--- config.mk ---
export PLATFORM = sky130hd
export DESIGN_NAME = tt_um_acc_jellyant
export DESIGN_NICKNAME = d
export VERILOG_FILES = /design/src/rtl/tt_um_acc_jellyant.sv
export SDC_FILE = /design/constraint.sdc
export NUM_CORES = 1
export LEC_CHECK = 0
export ABC_CLOCK_PERIOD_IN_PS = 8100
export CAP_MARGIN = 20
export CORE_MARGIN = 5
export CORE_UTILIZATION = 60
export DETAILED_ROUTE_END_ITERATION = 8
export GPL_ROUTABILITY_DRIVEN = 0
export PLACE_DENSITY_LB_ADDON = 0.25
export REMOVE_ABC_BUFFERS = 1
export SYNTH_ARGS = -nofsm -noshare
export SYNTH_HDL_FRONTEND = slang
export SYNTH_SLANG_ARGS = --single-unit
--- constraint.sdc ---
create_clock -name clk -period 8.1 [get_ports clk]
set_input_delay 1.62 -clock clk [delete_from_list [all_inputs] [get_ports clk]]
set_output_delay 1.62 -clock clk [all_outputs]
set_load 0.05 [all_outputs]
--- src/rtl/tt_um_acc_jellyant.sv ---
// ---------------------------------------------------------------------------
// tt_um_acc_jellyant -- byte-wide command accumulator with shift-add MAC
//
// Commands arrive as an opcode on uio_in[2:0] plus an operand on ui_in. They
// are qualified by an asynchronous strobe on uio_in[3], which is
// synchronised and edge-detected. An operation executes three clock edges
// after the first edge that samples the strobe high. MAC runs as an 8-cycle
// shift-add sequence, and busy is held high while it runs.
//
// Parameters
//   ACC_W    accumulator width in bits (8, 16, 24 or 32)
//
// Optional feature
//   ACC_SAT_EN  when defined, ADD and MAC steps that overflow clamp the
//               accumulator to all-ones, and a SUB that underflows clamps
//               it to zero. When undefined, all arithmetic wraps.
//
// Ports
//   clk      in   sole clock, rising edge
//   rst_n    in   synchronous active-low reset
//   ena      in   power-good (ignored)
//   ui_in    in   [7:0] operand byte
//   uo_out   out  [7:0] accumulator byte selected by SEL (0 if out of range)
//   uio_in   in   [2:0] opcode, [3] strobe, [7:4] ignored
//   uio_out  out  [4] busy, [5] zero, [6] sticky overflow, [7] done pulse
//   uio_oe   out  constant 8'hF0
// ---------------------------------------------------------------------------
module tt_um_acc_jellyant #(
  parameter int ACC_W = 16
) (
  input  logic       clk,
  input  logic       rst_n,
  input  logic       ena,
  input  logic [7:0] ui_in,
  output logic [7:0] uo_out,
  input  logic [7:0] uio_in,
  output logic [7:0] uio_out,
  output logic [7:0] uio_oe
);

  localparam int NBYTES = ACC_W / 8;

  typedef enum logic {
    ST_IDLE = 1'b0,
    ST_MAC  = 1'b1
  } state_t;

  localparam logic [2:0] OP_NOP   = 3'b000;
  localparam logic [2:0] OP_LOADA = 3'b001;
  localparam logic [2:0] OP_LOADB = 3'b010;
  localparam logic [2:0] OP_ADD   = 3'b011;
  localparam logic [2:0] OP_SUB   = 3'b100;
  localparam logic [2:0] OP_MAC   = 3'b101;
  localparam logic [2:0] OP_SEL   = 3'b110;
  localparam logic [2:0] OP_CLR   = 3'b111;

  // ---------------------------------------------------------------------
  // Strobe synchroniser and rising-edge detector
  // ---------------------------------------------------------------------
  logic       sync1_q, sync2_q, sync3_q;
  logic [1:0] vld_q;
  logic       armed_q;
  logic       accept_q;

  // The reset-cleared synchroniser flops look like a real low and would fake
  // an edge for a strobe that is already high at reset release. vld_q marks
  // when sync2_q holds a genuine sample. armed_q is set only after that
  // sample has been seen low.
  always_ff @(posedge clk) begin
    if (!rst_n) begin
      sync1_q  <= 1'b0;
      sync2_q  <= 1'b0;
      sync3_q  <= 1'b0;
      vld_q    <= 2'b00;
      armed_q  <= 1'b0;
      accept_q <= 1'b0;
    end else begin
      sync1_q  <= uio_in[3];
      sync2_q  <= sync1_q;
      sync3_q  <= sync2_q;
      vld_q    <= {vld_q[0], 1'b1};
      armed_q  <= armed_q | (vld_q[1] & ~sync2_q);
      accept_q <= sync2_q & ~sync3_q & armed_q;
    end
  end

  // ---------------------------------------------------------------------
  // Datapath state
  // ---------------------------------------------------------------------
  logic [ACC_W-1:0] acc_q, acc_d;
  logic [7:0]       b_q, b_d;
  logic [7:0]       a_q, a_d;
  logic [1:0]       sel_q, sel_d;
  logic             ovf_q, ovf_d;
  logic [2:0]       idx_q, idx_d;
  logic             done_q, done_d;
  state_t           state_q, state_d;

  logic [2:0] opcode;
  assign opcode = uio_in[2:0];

  // Arithmetic carries one extra bit so carry and borrow come for free.
  logic [ACC_W:0]   add_sum;
  logic [ACC_W:0]   sub_diff;
  logic [ACC_W+7:0] mac_term;
  logic [ACC_W+8:0] mac_sum;
  logic             add_carry, sub_borrow, mac_carry, mac_bit;

  assign add_sum    = {1'b0, acc_q} + {{(ACC_W-7){1'b0}}, ui_in};
  assign sub_diff   = {1'b0, acc_q} - {{(ACC_W-7){1'b0}}, ui_in};
  assign add_carry  = add_sum[ACC_W];
  assign sub_borrow = sub_diff[ACC_W];

  // b is shifted inside ACC_W+8 bits, so no partial-product bit is lost
  // before the overflow decision.
  assign mac_term  = {{ACC_W{1'b0}}, b_q} << idx_q;
  assign mac_sum   = {9'b0, acc_q} + {1'b0, mac_term};
  assign mac_carry = |mac_sum[ACC_W+8:ACC_W];
  assign mac_bit   = a_q[idx_q];

  always_comb begin
    acc_d   = acc_q;
    b_d     = b_q;
    a_d     = a_q;
    sel_d   = sel_q;
    ovf_d   = ovf_q;
    idx_d   = idx_q;
    done_d  = 1'b0;
    state_d = state_q;

    case (state_q)
      ST_IDLE: begin
        if (accept_q) begin
          case (opcode)
            OP_NOP:   ;
            OP_LOADA: acc_d = {{(ACC_W-8){1'b0}}, ui_in};
            OP_LOADB: b_d = ui_in;
            OP_ADD: begin
`ifdef ACC_SAT_EN
              acc_d = add_carry ? {ACC_W{1'b1}} : add_sum[ACC_W-1:0];
`else
              acc_d = add_sum[ACC_W-1:0];
`endif
              if (add_carry) ovf_d = 1'b1;
            end
            OP_SUB: begin
`ifdef ACC_SAT_EN
              acc_d = sub_borrow ? {ACC_W{1'b0}} : sub_diff[ACC_W-1:0];
`else
              acc_d = sub_diff[ACC_W-1:0];
`endif
              if (sub_borrow) ovf_d = 1'b1;
            end
            OP_MAC: begin
              a_d     = ui_in;
              idx_d   = 3'd0;
              state_d = ST_MAC;
            end
            OP_SEL: sel_d = ui_in[1:0];
            OP_CLR: begin
              acc_d = '0;
              ovf_d = 1'b0;
              sel_d = 2'd0;
            end
            default: ;
          endcase
        end
      end

      // Strobes accepted here are simply dropped: nothing is queued.
      ST_MAC: begin
        if (mac_bit) begin
`ifdef ACC_SAT_EN
          acc_d = mac_carry ? {ACC_W{1'b1}} : mac_sum[ACC_W-1:0];
`else
          acc_d = mac_sum[ACC_W-1:0];
`endif
          if (mac_carry) ovf_d = 1'b1;
        end
        idx_d = idx_q + 3'd1;
        if (idx_q == 3'd7) begin
          state_d = ST_IDLE;
          done_d  = 1'b1;
        end
      end

      default: state_d = ST_IDLE;
    endcase
  end

  always_ff @(posedge clk) begin
    if (!rst_n) begin
      acc_q   <= '0;
      b_q     <= 8'd0;
      a_q     <= 8'd0;
      sel_q   <= 2'd0;
      ovf_q   <= 1'b0;
      idx_q   <= 3'd0;
      done_q  <= 1'b0;
      state_q <= ST_IDLE;
    end else begin
      acc_q   <= acc_d;
      b_q     <= b_d;
      a_q     <= a_d;
      sel_q   <= sel_d;
      ovf_q   <= ovf_d;
      idx_q   <= idx_d;
      done_q  <= done_d;
      state_q <= state_d;
    end
  end

  // ---------------------------------------------------------------------
  // Outputs
  // ---------------------------------------------------------------------
  logic [7:0] acc_bytes [4];

  for (genvar gi = 0; gi < 4; gi++) begin : g_byte
    if (gi < NBYTES) begin : g_real
      assign acc_bytes[gi] = acc_q[gi*8 +: 8];
    end else begin : g_pad
      assign acc_bytes[gi] = 8'h00;
    end
  end

  assign uo_out  = acc_bytes[sel_q];
  assign uio_out = {done_q, ovf_q, (acc_q == '0), (state_q == ST_MAC), 4'b0000};
  assign uio_oe  = 8'hF0;

  logic unused_inputs;
  assign unused_inputs = &{1'b0, ena, uio_in[7:4]};

endmodule
==> metrics.txt <==
Hold Startpoint sync3_q$_SDFF_PN0_; Antenna Cells 0; R2R depth 11; drt first-iter violations 387; Fillers just over 700; Tot GR Track Use about a quarter; crit start category input port; crit path time final around 4.5 ns; Area Growth Syn to Fin 5.03%; TritonRoute pass-1 iters 7; Leak Pwr about 0.0019 uW; CP required approximately 8.4 ns; Detailed Route WL ~13000 um; Finish-stage setup viols 0; Core Area 0.00761 mm^2; share of layout cells above drive strength 1 5.44%; setup tns final 0 ns; Slew @ Worst Pin a little over 1 ns; Vias 4453; R2R Path End acc_q[13]$_SDFFE_PN0P_; vias in the first global route between 4000 and 5000; routed len/inst 18.6 um; asr flop ratio synth 0%; Die ar. about 0.0095 mm^2; clk sinks 47; synthesized flop and latch total 47; post_cts resized 0; Most used DFF post-synth dfxtp_1; DRC violation count after routing 0; Max Slew Vio Count 0; Mapped Area 0.00461 mm^2; Reg clk slew, reported paths ~0.10 ns; Congestion Overflow GR 0; post-synthesis compound-gate area fraction 27.3%; Worst setup endpoint ovf_q$_SDFFE_PN0P_; final core occ a little under two thirds; number of synthesized flops with an enable pin 0; Worst VDD drop 0.0000771 V; Crit. End Element register; Post-DP HPWL around 10000 um; clock root cell clkbuf_8; worst-path fanout max 6; PwrDens 110 mW/mm^2; Crit. Startpoint ui_in[1]; Post-Synth Simple-Gate Area 20.0%; Synth cell types 78; period utilization 55.7%; CTS Buf Count 5; post-synthesis xor/xnor area fraction about 3.6%; post-CTS setup buffers 0; vias per cell 6.45; worst relative slew slack between 30% and 40%; Die X-Extent 97.6 um; IO Pins 43; CP Class input port to register; Max clock buf depth 2; H-tree depth 2; WP data arrival 4.76 ns; nets roughly 640; # rows 32; FMAX ~220 MHz; MaxCap Viol Count 0; worst clock skew a little under 0.01 ns; adder-cell area share of the yosys netlist between 10% and 20%; Fin. Hold Viols 0; die height 97.6 um; sequential share of the synthesized area 20.4%; Synth Warn # 0; initial antenna violation count 0; status finished clean; HP Class register to register; reg2reg setup slack 4.41 ns; Port Buf Inserts 25; initial core utilization roughly 61%; first-pass GRT wire length 20400 um; Avg Cell Area, Syn around 7.7 um^2; Hold Buf Count CTS 0; Crit Reg-Reg Startpoint idx_q[1]$_SDFFE_PN0P_; CTS tree done; RSZ-0062 raised after global routing false; largest net degree at the start of global routing 36; antenna viol nets, final 0; fraction of synthesized area in multiplexers under 10%; main combinational cell family by area after synthesis compound AO/OA/AOI/OAI gates; Cells after Synth 596; Skew-Pair Late Insertion Delay ~0.31 ns
==> final cells by class <==
cell class              count  area (um^2)  area share (%)
clock buffers               5         68.8            1.42
clock inverters             3         71.3            1.47
inverters                  25         93.8            1.94
multi-input cells         481         3270            67.6
flip-flops and latches     47          941            19.5
well taps                 102          128            2.64
repair buffers             27          265            5.48
==> how the worst min path moves through the flow <==
stage                                to  slack [ns]  depth (start not counted)
finish              accept_q$_SDFF_PN0_        0.41                          1
global route        accept_q$_SDFF_PN0_        0.43                          1
CTS                 accept_q$_SDFF_PN0_        0.42                          1
detailed placement  accept_q$_SDFF_PN0_        0.40                          1
global placement    accept_q$_SDFF_PN0_        0.38                          1
floorplan           accept_q$_SDFF_PN0_        0.37                          1
==> worst max-delay path, cell delays in order <==
cell and delay [ns]:
clkdlybuf4s50_1 0.62, inv_1 0.17, fa_1 0.53, a211oi_1 0.35
o21ai_0 0.25, a21oi_1 0.42, a31oi_1 0.14, o41ai_1 0.32
a41o_1 0.15, mux2i_1 0.18
==> layout by cell type, fill, tap and decap left out, drive strengths merged, types with 5 or more instances in the layout <==
cell type      netlist  routed
nor2                71      71
nor3                17      17
mux2                 6       6
xnor2               14      14
mux2i               29      29
and3                 8       8
inv                 23      24
clkbuf              27       5
clkdlybuf4s50        0      25
ha                  33      33
nand2               37      37
conb                 2      12
o22ai                8       8
a21o                 8       8
a21oi               48      48
a211oi               9       9
xor2                 5       5
or3                  7       7
nor2b                9       9
dfxtp               47      47
o21ai               34      34
and2                 8       8
o21a                 7       7
nand3               13      13
a22oi                7       7
a31oi               11      11
==> report_power, final <==
part | switching, uW | leakage, uW | internal [uW]
combinational | 53.7 | 0.00149 | 25.6
clock | 91.5 | 0.0000703 | 125
sequential | 1.83 | 0.000380 | 233
==> layer usage <==
metal | vias to the layer above | track usage, % | share of wire [%]
met5 | - | 0 | 0
met4 | 0 | 9.90 | 3.5
met3 | 43 | 4.95 | 7.7
met2 | 214 | 42.2 | 46
met1 | 2064 | 34.5 | 43
li1 | 2132 | - | -
==> synthesized netlist by cell type, drive strengths merged (4+ instances only) <==
cell	count	area [um^2]
nor2	71	277
a21oi	48	240
dfxtp	47	941
nand2	37	139
o21ai	34	170
ha	33	413
mux2i	29	290
clkbuf	27	153
buf	26	186
inv	23	86.3
nor3	17	85.1
xnor2	14	123
nand3	13	65.1
a31oi	11	68.8
a211oi	9	67.6
nor2b	9	56.3
a21o	8	60.1
and2	8	50.1
and3	8	50.1
o22ai	8	50.1
a22oi	7	52.6
o21a	7	52.6
or3	7	50.1
mux2	6	67.6
xor2	5	43.8
a221o	4	41.3
a311oi	4	52.6
nand2b	4	25.0
o221ai	4	35.0
o31a	4	35.0
o31ai	4	30.0
or2	4	25.0
==> cells by family after synthesis <==
logic type,count (synthesis)
AOI/OAI and AO/OA,186
xor gates and xnor gates,19
adders and majority gates,36
buffers and inverters,78
DFF,47
muxes,37
other,2
and+or+nand+nor,191
==> flip-flops by register name, summed over array words and instances, names as in the netlist, 2 cells and up <==
name / cells
a_q: 8
acc_q: 16
b_q: 8
idx_q: 3
sel_q: 2
vld_q: 2
==> per-stage QoR <==
step	hold WS, ns	cell area (um^2)	cells	power (uW)	worst slack, ns
global placement	0.378	4700	682	316	3.37
finish	0.412	4840	690	531	3.59
CTS	0.419	4840	690	532	3.65
detailed placement	0.405	4700	682	317	3.33
floorplan	0.374	4300	553	292	4.45
global route	0.434	4840	690	549	3.40
(Power assumes the default switching activity.)
